`src/rtl/sram_march_bist.sv`:
```
// rtl/sram_march_bist.sv - March C- built-in self-test engine for a 128x32 synchronous SRAM
//
// Purpose: drives the SRAM port directly while Busy=1, runs a March C- sequence
// over all 128 words and checks every read against the expected background.
//
// Ports:
//   Clk, Rst            clock, synchronous active-high reset
//   Start               one-cycle test request (ignored while Busy=1)
//   Busy, Done, Pass    run status; Pass valid while Done=1
//   Err_count           mismatch count, saturating at 255
//   Fail_addr/elem/data first mismatch capture
//   Mem_data_in/addr/rw/en  registered SRAM controls (rw: 1 = write)
//   Mem_data_out        SRAM read data, valid the cycle after a read issues

module sram_march_bist #(
  parameter logic [31:0] PATTERN      = 32'h00000000,
  parameter bit          STOP_ON_FAIL = 1'b1
) (
  input  logic        Clk,
  input  logic        Rst,
  input  logic        Start,
  output logic        Busy,
  output logic        Done,
  output logic        Pass,
  output logic [7:0]  Err_count,
  output logic [6:0]  Fail_addr,
  output logic [2:0]  Fail_elem,
  output logic [31:0] Fail_data,
  output logic [31:0] Mem_data_in,
  output logic [6:0]  Mem_addr,
  output logic        Mem_rw,
  output logic        Mem_en,
  input  logic [31:0] Mem_data_out
);

  typedef enum logic [1:0] {S_IDLE, S_RUN, S_DRAIN, S_DONE} state_t;

  state_t      state_q, state_d;
  logic [2:0]  elem_q, elem_d;
  logic [6:0]  addr_q, addr_d;
  logic        phase_q, phase_d;

  // Issue stage: the registered SRAM controls plus the tags of the op in flight.
  logic        mem_en_q, mem_en_d;
  logic        mem_rw_q, mem_rw_d;
  logic [6:0]  mem_addr_q, mem_addr_d;
  logic [31:0] mem_din_q, mem_din_d;
  logic [31:0] op_exp_q, op_exp_d;
  logic [2:0]  op_elem_q, op_elem_d;

  // Compare stage: lines up with the cycle the SRAM returns read data.
  logic        cmp_valid_q, cmp_valid_d;
  logic [31:0] cmp_exp_q, cmp_exp_d;
  logic [6:0]  cmp_addr_q, cmp_addr_d;
  logic [2:0]  cmp_elem_q, cmp_elem_d;

  logic        busy_q, busy_d;
  logic        done_q, done_d;
  logic        pass_q, pass_d;
  logic [7:0]  err_q, err_d;
  logic [6:0]  fail_addr_q, fail_addr_d;
  logic [2:0]  fail_elem_q, fail_elem_d;
  logic [31:0] fail_data_q, fail_data_d;

  logic is_desc, op_is_read, rd_inv, wr_inv, last_addr, mismatch, abort;

  always_comb begin
    // Element decode: E3/E4 descend; E0 is write-only, E5 read-only.
    is_desc    = (elem_q == 3'd3) || (elem_q == 3'd4);
    op_is_read = (elem_q == 3'd5) || ((elem_q != 3'd0) && !phase_q);
    rd_inv     = (elem_q == 3'd2) || (elem_q == 3'd4);
    wr_inv     = (elem_q == 3'd1) || (elem_q == 3'd3);
    last_addr  = is_desc ? (addr_q == 7'd0) : (addr_q == 7'd127);
    mismatch   = cmp_valid_q && (Mem_data_out != cmp_exp_q);
    abort      = mismatch && STOP_ON_FAIL;
  end

  always_comb begin
    state_d     = state_q;
    elem_d      = elem_q;
    addr_d      = addr_q;
    phase_d     = phase_q;
    mem_en_d    = 1'b0;
    mem_rw_d    = 1'b0;
    mem_addr_d  = 7'd0;
    mem_din_d   = 32'd0;
    op_exp_d    = 32'd0;
    op_elem_d   = 3'd0;
    cmp_valid_d = mem_en_q && !mem_rw_q && !abort;
    cmp_exp_d   = op_exp_q;
    cmp_addr_d  = mem_addr_q;
    cmp_elem_d  = op_elem_q;
    busy_d      = busy_q;
    done_d      = done_q;
    pass_d      = pass_q;
    err_d       = err_q;
    fail_addr_d = fail_addr_q;
    fail_elem_d = fail_elem_q;
    fail_data_d = fail_data_q;

    if (mismatch) begin
      err_d = (err_q == 8'd255) ? err_q : err_q + 8'd1;
      if (err_q == 8'd0) begin
        fail_addr_d = cmp_addr_q;
        fail_elem_d = cmp_elem_q;
        fail_data_d = Mem_data_out;
      end
    end

    unique case (state_q)
      S_IDLE, S_DONE: begin
        if (Start) begin
          state_d     = S_RUN;
          elem_d      = 3'd0;
          addr_d      = 7'd0;
          phase_d     = 1'b0;
          busy_d      = 1'b1;
          done_d      = 1'b0;
          pass_d      = 1'b0;
          err_d       = 8'd0;
          fail_addr_d = 7'd0;
          fail_elem_d = 3'd0;
          fail_data_d = 32'd0;
        end
      end
      S_RUN: begin
        if (abort) begin
          state_d = S_DONE;
          busy_d  = 1'b0;
          done_d  = 1'b1;
          pass_d  = 1'b0;
        end else begin
          mem_en_d   = 1'b1;
          mem_rw_d   = !op_is_read;
          mem_addr_d = addr_q;
          op_elem_d  = elem_q;
          if (op_is_read) begin
            op_exp_d = rd_inv ? ~PATTERN : PATTERN;
          end else begin
            mem_din_d = wr_inv ? ~PATTERN : PATTERN;
          end
          // Read phase of a two-op element: write the same address next cycle.
          if (op_is_read && (elem_q != 3'd5)) begin
            phase_d = 1'b1;
          end else begin
            phase_d = 1'b0;
            if (last_addr) begin
              if (elem_q == 3'd5) begin
                state_d = S_DRAIN;
              end else begin
                elem_d = elem_q + 3'd1;
                // E3 and E4 start from the top of the array.
                addr_d = ((elem_q == 3'd2) || (elem_q == 3'd3)) ? 7'd127 : 7'd0;
              end
            end else begin
              addr_d = is_desc ? addr_q - 7'd1 : addr_q + 7'd1;
            end
          end
        end
      end
      S_DRAIN: begin
        // First DRAIN cycle still has the last read in the issue stage; leave
        // once it has moved into the compare stage and is being checked.
        if (abort || !mem_en_q) begin
          state_d = S_DONE;
          busy_d  = 1'b0;
          done_d  = 1'b1;
          pass_d  = (err_d == 8'd0);
        end
      end
      default: state_d = S_IDLE;
    endcase
  end

  always_ff @(posedge Clk) begin
    if (Rst) begin
      state_q     <= S_IDLE;
      elem_q      <= 3'd0;
      addr_q      <= 7'd0;
      phase_q     <= 1'b0;
      mem_en_q    <= 1'b0;
      mem_rw_q    <= 1'b0;
      mem_addr_q  <= 7'd0;
      mem_din_q   <= 32'd0;
      op_exp_q    <= 32'd0;
      op_elem_q   <= 3'd0;
      cmp_valid_q <= 1'b0;
      cmp_exp_q   <= 32'd0;
      cmp_addr_q  <= 7'd0;
      cmp_elem_q  <= 3'd0;
      busy_q      <= 1'b0;
      done_q      <= 1'b0;
      pass_q      <= 1'b0;
      err_q       <= 8'd0;
      fail_addr_q <= 7'd0;
      fail_elem_q <= 3'd0;
      fail_data_q <= 32'd0;
    end else begin
      state_q     <= state_d;
      elem_q      <= elem_d;
      addr_q      <= addr_d;
      phase_q     <= phase_d;
      mem_en_q    <= mem_en_d;
      mem_rw_q    <= mem_rw_d;
      mem_addr_q  <= mem_addr_d;
      mem_din_q   <= mem_din_d;
      op_exp_q    <= op_exp_d;
      op_elem_q   <= op_elem_d;
      cmp_valid_q <= cmp_valid_d;
      cmp_exp_q   <= cmp_exp_d;
      cmp_addr_q  <= cmp_addr_d;
      cmp_elem_q  <= cmp_elem_d;
      busy_q      <= busy_d;
      done_q      <= done_d;
      pass_q      <= pass_d;
      err_q       <= err_d;
      fail_addr_q <= fail_addr_d;
      fail_elem_q <= fail_elem_d;
      fail_data_q <= fail_data_d;
    end
  end

  assign Busy        = busy_q;
  assign Done        = done_q;
  assign Pass        = pass_q;
  assign Err_count   = err_q;
  assign Fail_addr   = fail_addr_q;
  assign Fail_elem   = fail_elem_q;
  assign Fail_data   = fail_data_q;
  assign Mem_en      = mem_en_q;
  assign Mem_rw      = mem_rw_q;
  assign Mem_addr    = mem_addr_q;
  assign Mem_data_in = mem_din_q;

endmodule

```
`config.mk`:
```
export PLATFORM = sky130hd
export DESIGN_NAME = sram_march_bist
export DESIGN_NICKNAME = d
export VERILOG_FILES = /design/src/rtl/sram_march_bist.sv
export SDC_FILE = /design/constraint.sdc
export NUM_CORES = 1
export LEC_CHECK = 0
export ABC_AREA = 1
export CAP_MARGIN = 20
export CORE_MARGIN = 2
export CORE_UTILIZATION = 44
export DETAILED_ROUTE_END_ITERATION = 8
export PLACE_DENSITY = 0.75
export SETUP_SLACK_MARGIN = 0.15
export SYNTH_ARGS = -nofsm -noshare
export SYNTH_HDL_FRONTEND = slang
export SYNTH_SLANG_ARGS = --single-unit
```
`constraint.sdc`:
```
create_clock -name Clk -period 4.9 [get_ports Clk]
set_clock_uncertainty 0.15 [all_clocks]
set_input_delay 0.49 -clock Clk [delete_from_list [all_inputs] [get_ports Clk]]
set_output_delay 0.49 -clock Clk [all_outputs]
set_load 0.005 [all_outputs]
```
==> metrics list, run 1 <==
- Later-pin clock latency in the skew report: roughly 0.35 ns
- The clock network burns roughly 22% of the power.
- The repair_antennas step left the layout with diodes totalling 0.
- Of all flip-flops after synthesis, the portion carrying an async set or reset was 0%.
- Unique cell type count in the Yosys netlist: 32
* Clock-pin transition on the worst setup and hold timing paths: 0.09 ns
- Fraction of power consumed by combinational cells: between 30% and 40%
* Share of the yosys chip area belonging to registers: 40.73%
* Detailed placer's ending HPWL: between 7 and 8 mm
- Post-CTS Setup Repair Bufs: 0
- Run status: completed
* Total gr overflow: 0
- After synthesis the cells add up to 0.004522 mm².
- After synthesis, the share of cell area in mux cells is 0%.
- Die area: 0.01110 mm²
- The total area inside the core boundary comes to 0.01014 mm².
- Power Dens Cells: 367.6 mW/mm²
* Share of cells above drive strength 1: 7.265%
- For this run, the detailed router's first-pass iteration total came to 5.
- Synthesized area per cell: 7.474 µm²
- Placed Cells incl. Taps: between 800 and 900
- Number of flip-flops and latches in the synthesized netlist: 92
- Hold_sp: cmp_exp_d[30]
* Area overhead of the layout relative to synthesis: 29.16%
* Post-synthesis simple-gate area fraction: 24.60%
- Synth area leaders: sky130_fd_sc_hd__dfxtp_1 41%, sky130_fd_sc_hd__nor2_1 9.4%, sky130_fd_sc_hd__inv_1 8.1%
- The clock tree synthesis step divided the H-tree into 3 levels.
- Number of flops mapped to enable cells by yosys: 0
- By instance count, the leading cell after synthesis is sky130_fd_sc_hd__nor2_1.
* Maximum number of pins on one net before global-route repair: 85
- I/O pin count: 129
- Fin crit period: 2.958 ns
- Number of setup violations in the final report: 0
- The critical path is of the in -> reg type.
* Max frequency: roughly 340 MHz
* Die H: 105.4 µm
- Net Switching: 0.7977 mW
- Number of cells on the worst reg-to-reg path: 14
* Post-route ant nets: 0
- Port buffering added 128 buffers.
* Leak: ~2.3 nW
- Sequential cells burn between 40% and 50% of the power.
- The number of clock buffers added by TritonCTS is 9.
- Flop-to-flop setup slack: roughly 2.1 ns
* Synth Area in Compound Gates: 14.22%
- First-pass GRT wire length: roughly 17 mm
* Cell internal power dissipation: 1.349 mW
- Cells after Synth: 605
* Clock Sinks: 92
* Area share of the largest cell type after synthesis: between 40% and 50%
- Arrival time of data at the critical path endpoint: slightly above 3 ns
- The floorplan has 37 rows.
* Effective utilization at floorplan: 44.60%
* Adder-cell share of the synthesized area: 4.317%
- Register area: ~0.0018 mm²
- Cells fill 57.61% of the core in the end.
- Maximum clock insertion buffer count: 2
- At the placement stage, the worst setup path has a slack of ~1.6 ns.
- The number of global-route vias before repair came to 3,634.
- CP Data Required Time: 5.01 ns
- After filler insertion, the fill cell instance count of the layout stands at 914.
- Routability-driven placement finished with a final weighted congestion of roughly 0.88.
* Clock Root Buffer: sky130_fd_sc_hd__clkbuf_8
* Max capacitance violation total: 0
* Number of gates given a new drive strength after cts: 0
- XOR/XNOR share of the synthesized area: 0.3874%
* Post-route worst setup slack: 1.942 ns
- The design draws 2.147 mW.
* Reg2Reg Capture Point: addr_q[1]
- The routed design has 10.40 mm of wire.
- The number of hold buffers added after CTS was 0.
* Leading cell types by count after synthesis: 113 x sky130_fd_sc_hd__nor2_1, 98 x sky130_fd_sc_hd__inv_1, 93 x sky130_fd_sc_hd__nand2_1, 92 x sky130_fd_sc_hd__dfxtp_1, 33 x sky130_fd_sc_hd__buf_4
- For this run, the total global-route usage over all layers was measured as approximately 18%.
- Sw Share: between 30% and 40%
* Max-slew headroom: around two fifths
- The finished layout holds 838 standard cells, fillers aside.
- In the finished design, the share of the clock period the worst path needs comes to 60.38%.
* Combinational family with the most area after synthesis: simple AND/OR/NAND/NOR gates
- Dividing the detail-routed via count by the number of cells gives 4.730.
- In the final design database the tool counted between 700 and 800 nets.
- The critical path starts at Mem_data_out[8].
- Number of antenna violations at the first check in global routing: 0
* Syn Nets: 655
- The routed layout has 3,964 vias.
- Largest area contributor in the netlist: sky130_fd_sc_hd__dfxtp_1
- Dominant synthesized flop cell: sky130_fd_sc_hd__dfxtp_1
- For this run, the number of Yosys warnings is 0.
- For this block, the initial DRC count from the detailed router was 146.
- The count of final hold-check violations is 0.
- In the final timing run, aggregate negative setup slack is 0 ns.
* DIE WIDTH: ~110 µm
* # DRC: 0
* Unrepaired setup endpoints after global routing: no
- TritonCTS clock tree: built
* Termination of the worst setup path: Fail_data[8]
- Path type of the worst min-delay path: reg -> reg
* Multi-input gate area: between 0.0015 and 0.002 mm²
- Number of pins exceeding their max-slew limit in the final report: 0
- Routed wire per std cell: 12.40 µm
- Startpoint types: input port
- For the pin with the worst max-slew slack, the measured transition is 0.8769 ns.
- Critical R2R Launch: elem_q[0]
* Maximum resistive drop on vdd: 0.2476 mV
* Maximum fanout along the worst path: 84
- CP endpoint kind: flip-flop
[layout make-up]
cell class	count	area share, %
Clock buffer	10	2.356
Clock inverter	6	0.7712
Inverter	99	6.362
Multi-Input combinational cell	364	33.74
Sequential cell	92	31.53
Tap cell	136	2.913
Timing Repair Buffer	131	22.32
[sequential cells by signal, indices dropped and copies added (netlist names), 2 cells and up]
signal      count
addr_q          7
Fail_data      32
Fail_addr       7
cmp_addr_q      7
cmp_elem_d      3
elem_q          3
Err_count       8
Fail_elem       3
state_q         2
cmp_elem_q      3
Mem_addr        7
[power groups by stage]
stage	Clock [mW]	Sequential, mW	Combinational, mW
detailed placement	0	0.903	0.780
global route	0.521	0.897	0.880
finish	0.475	0.887	0.785
CTS	0.491	0.887	0.784
global placement	0	0.901	0.758
floorplan	0	0.897	0.530
[worst min-delay path by stage]
stage | cells past startpoint | slack (ns) | end
after floorplan | 2 | 0.24 | cmp_elem_q[0]
after global placement | 2 | 0.24 | cmp_elem_q[0]
after detailed placement | 2 | 0.24 | cmp_exp_q[30]
after CTS | 2 | 0.26 | cmp_exp_q[30]
after global routing | 2 | 0.28 | cmp_elem_q[0]
final | 2 | 0.26 | cmp_exp_q[30]
[worst max-delay path, stage by stage]
cell and delay (ns):
sky130_fd_sc_hd__clkdlybuf4s50_1 0.48, sky130_fd_sc_hd__or2_1 0.25, sky130_fd_sc_hd__nor2_1 0.10, sky130_fd_sc_hd__nand2_1 0.05, sky130_fd_sc_hd__nand2_1 0.10, sky130_fd_sc_hd__nand2_2 0.09, sky130_fd_sc_hd__o21ai_4 0.32, sky130_fd_sc_hd__inv_2 0.07
sky130_fd_sc_hd__nand4_1 0.07, sky130_fd_sc_hd__buf_4 0.68, sky130_fd_sc_hd__nor2_1 0.11, sky130_fd_sc_hd__a211oi_1 0.21
[routing by layer]
metal	track usage, %	share of wire (%)	vias to the layer above
li1	-	-	2063
met1	25.05	48	1777
met2	29.40	46	112
met3	4.143	5.2	12
met4	5.333	1.1	0
met5	0	0	-
[layout by cell type, fill, tap and decap left out, types with 2 or more instances in the layout]
cell type,n
sky130_fd_sc_hd__o21ai_0,13
sky130_fd_sc_hd__a211oi_2,20
sky130_fd_sc_hd__a21oi_1,22
sky130_fd_sc_hd__buf_4,3
sky130_fd_sc_hd__nor4_1,3
sky130_fd_sc_hd__or2_1,4
sky130_fd_sc_hd__ha_1,14
sky130_fd_sc_hd__nand3_1,29
sky130_fd_sc_hd__or2_2,2
sky130_fd_sc_hd__clkbuf_8,10
sky130_fd_sc_hd__nand2_1,92
sky130_fd_sc_hd__clkdlybuf4s50_1,128
sky130_fd_sc_hd__dfxtp_1,92
sky130_fd_sc_hd__nand3b_1,5
sky130_fd_sc_hd__nor2_2,2
sky130_fd_sc_hd__inv_1,98
sky130_fd_sc_hd__nand4_1,4
sky130_fd_sc_hd__clkinv_2,2
sky130_fd_sc_hd__xnor2_1,2
sky130_fd_sc_hd__inv_6,3
sky130_fd_sc_hd__nor2_1,113
sky130_fd_sc_hd__nor3_1,7
sky130_fd_sc_hd__nand2_2,2
sky130_fd_sc_hd__a211oi_1,22
[cell families (layout without fill, tap and decap cells)]
| group | after synthesis | count (layout) |
|---|---|---|
| AND/OR/NAND/NOR | 265 | 265 |
| buffers and inverters | 149 | 246 |
| flip-flops | 92 | 92 |
| AO/OA/AOI/OAI | 82 | 82 |
| adder cells (fa/ha/maj) | 15 | 15 |
| XOR/XNOR | 2 | 2 |
[per-stage QoR]
stage	hold slack, ns	area [µm²]
finish	0.2566	5841
CTS	0.2550	5841
detailed placement	0.2435	5658
floorplan	0.2383	4522
global route	0.2752	5841
global placement	0.2393	5658
Note: power is estimated with default switching activity, not from simulation.
==> run 2: changes to the inputs <==
- clock period: 4.9 -> 3 ns (I/O delays scaled with it)
==> metrics list, run 2 (synthesis gave the netlist of run 1 again) <==
- Run status: completed
* Die H: 105.4 µm
- The initial utilization of the core area, before any placement, comes to around 45%.
- Total of hold buffers inserted after clock tree synthesis: 0
- For the finished layout, the period the worst path requires is 2.541 ns.
- Htree depth: 3
- TritonCTS clock tree: built
- Final critical-path share of the clock period: 84.71%
- Placed Cells incl. Taps: 828
- Critical setup path kind: reg -> reg
- After detailed routing, the number of remaining DRC violations is 0.
* Clock-pin transition on the worst setup and hold timing paths: approximately 0.090 ns
- Port buffering added 128 buffers.
- The net count of the finished layout is 753.
- After detailed placement, the total cell area comes to 0.005753 mm².
* CORE AREA: 0.01014 mm²
- Fill cells in the final layout number 893.
- The first global-routing pass estimated 17.50 mm of wire.
* Maximum resistive drop on vdd: a little over 0.4 mV
- Hold_sp: cmp_elem_d[2]
- Maximum fanout along the worst path: 7
* Transition time at the pin with the least slew margin: 0.8270 ns
* Number of global-route vias before repair: 3,750
* Floorplan row count: 37
- The first routing iteration left approximately 140 violations.
- The worst setup path is captured at a flip-flop.
- Final count of hold timing violations: 0
- Die area: 0.01110 mm²
- Fin Setup TNS: 0 ns
- Post-CTS Setup Repair Bufs: 0
- In this run the static leakage power is 2.337 nW.
- Number of antenna violations at the first check in global routing: 0
* Most common cell after layout, fill and taps aside: sky130_fd_sc_hd__clkdlybuf4s50_1
- The HPWL after detailed placement is 7.652 mm.
- Counting along the longest clock path gives a buffer depth of 2.
* Via total after detailed routing: 4,046
* Path type of the worst min-delay path: reg -> reg
- Register area: 0.001842 mm²
- The worst pin sits at a relative slew slack of 44.79%.
* Arrival time of data at the critical path endpoint: between 2 and 3 ns
* Multi-input gate area: 0.001991 mm²
- All-layer global routing usage: 19.08%
* Flop-to-flop setup slack: about 0.46 ns
- The worst setup path is launched from a flip-flop.
* Number of flip-flops in the largest register: 32
- Commonest cells after routing, fill and taps aside: 128 x sky130_fd_sc_hd__clkdlybuf4s50_1, 113 x sky130_fd_sc_hd__nor2_1, 97 x sky130_fd_sc_hd__inv_1, 92 x sky130_fd_sc_hd__dfxtp_1, 91 x sky130_fd_sc_hd__nand2_1
- For this design the ratio of total power to cell area is 599.7 mW/mm².
- DIE WIDTH: 105.4 µm
* Reg2Reg Capture Point: addr_q[6]
- In the routed layout, each cell is associated on average with a via count of about 4.8.
* Number of pins exceeding their max-slew limit in the final report: 0
- Summed over all layers, the global routing overflow is 0.
* Clock Root Buffer: sky130_fd_sc_hd__clkbuf_8
- Max capacitance violation total: 0
- Counting instances, the worst hold path has a depth of 2.
* Post-route ant nets: 0
* Final cell count without fillers: 844
- Final-layout worst hold slack: 0.2586 ns
* Clock Sinks: 92
- After clock tree synthesis, the repair step resized 0 gates.
- Area overhead of the layout relative to synthesis: 31.63%
- Pin placement for this block handled 129 I/O pins.
* Fin util: 58.71%
- 0 antenna diodes ended up in the layout.
- Routed wire length: ~10 mm
- After routing the design area is 0.005952 mm².
- Entering global routing, the biggest net connects 51 pins.
* Routability congestion estimate: approximately 0.83
- Critical R2R Launch: elem_q[0]
* Unrepaired setup endpoints after global routing: no
- Max frequency: 393.5 MHz
- Counting cells, the worst reg-to-reg path comes to 16.
- Later-pin clock latency in the skew report: roughly 0.35 ns
- Pre-Repair DR Iteration Count: 4
- In the final routed layout, each cell accounts on average for 12.35 µm.
- Share of cells above drive strength 1: approximately 8.3%
* Worst Hold Path EP: cmp_elem_q[2]
* CP Data Required Time: 3.09 ns
* Number of setup violations in the final report: 0
- Total clock buffers created by CTS: 9
-- run 2: cell count changes in the layout (fill, tap and decap cells not counted), sizes merged --
cell and change:
inv -3, buf +6, clkbuf +1, clkinvlp +2
-- run 2: final cells by class --
type                       instances  area share [%]
clock inverter                     5          0.6306
timing repair buffer             137           23.50
inverter                          99           6.243
tap                              136           2.859
sequential                        92           30.94
clock buffer                      11           2.375
multi-input combinational        364           33.45
-- run 2: critical path: stages (launching register included) --
cell and delay [ns]:
sky130_fd_sc_hd__dfxtp_1 0.34, sky130_fd_sc_hd__inv_2 0.11, sky130_fd_sc_hd__ha_1 0.20, sky130_fd_sc_hd__nand2_1 0.11, sky130_fd_sc_hd__nand2_4 0.15, sky130_fd_sc_hd__inv_1 0.08, sky130_fd_sc_hd__fa_1 0.39, sky130_fd_sc_hd__nor2_1 0.15
sky130_fd_sc_hd__o21ai_0 0.10, sky130_fd_sc_hd__nand2_1 0.10, sky130_fd_sc_hd__nand2_1 0.06, sky130_fd_sc_hd__nand2_1 0.07, sky130_fd_sc_hd__a21oi_1 0.08, sky130_fd_sc_hd__a21oi_1 0.12, sky130_fd_sc_hd__o21ai_1 0.07, sky130_fd_sc_hd__nand3_1 0.09
sky130_fd_sc_hd__a21oi_1 0.07
-- run 2: how the worst max path moves through the flow --
stage	start	end	slack (ns)	cells after the start
6_report	elem_q[0]	addr_q[6]	0.46	16
5_1_grt	elem_q[0]	addr_q[6]	0.16	16
4_1_cts	elem_q[0]	addr_q[6]	0.28	15
3_5_place_dp	elem_q[0]	addr_q[6]	0.31	15
3_3_place_gp	elem_q[0]	addr_q[6]	0.39	15
2_1_floorplan	elem_q[0]	addr_q[6]	0.68	16
-- run 2: stage by stage --
stage / power, mW / setup slack [ns]
finish: 3.569 / 0.4588
detailed placement: 2.810 / 0.3100
CTS: 3.574 / 0.2806
global placement: 2.770 / 0.3851
floorplan: 2.331 / 0.6838
global route: 3.819 / 0.1631
-- run 2: layer usage --
layer	vias to the layer above	part of all wire, %	GRT usage [%]
met5	-	0	0
met4	0	1.6	7.143
met3	16	5.8	3.278
met2	128	46	30.97
met1	1826	47	25.38
li1	2076	-	-
-- run 2: report_power, final --
part | internal [mW] | leakage [nW] | total (mW) | switching (mW)
Sequential | 1.35 | 0.744 | 1.45 | 0.0987
Combinational | 0.573 | 1.51 | 1.36 | 0.783
Clock | 0.326 | 0.0855 | 0.761 | 0.435
Total | 2.25 | 2.34 | 3.57 | 1.32
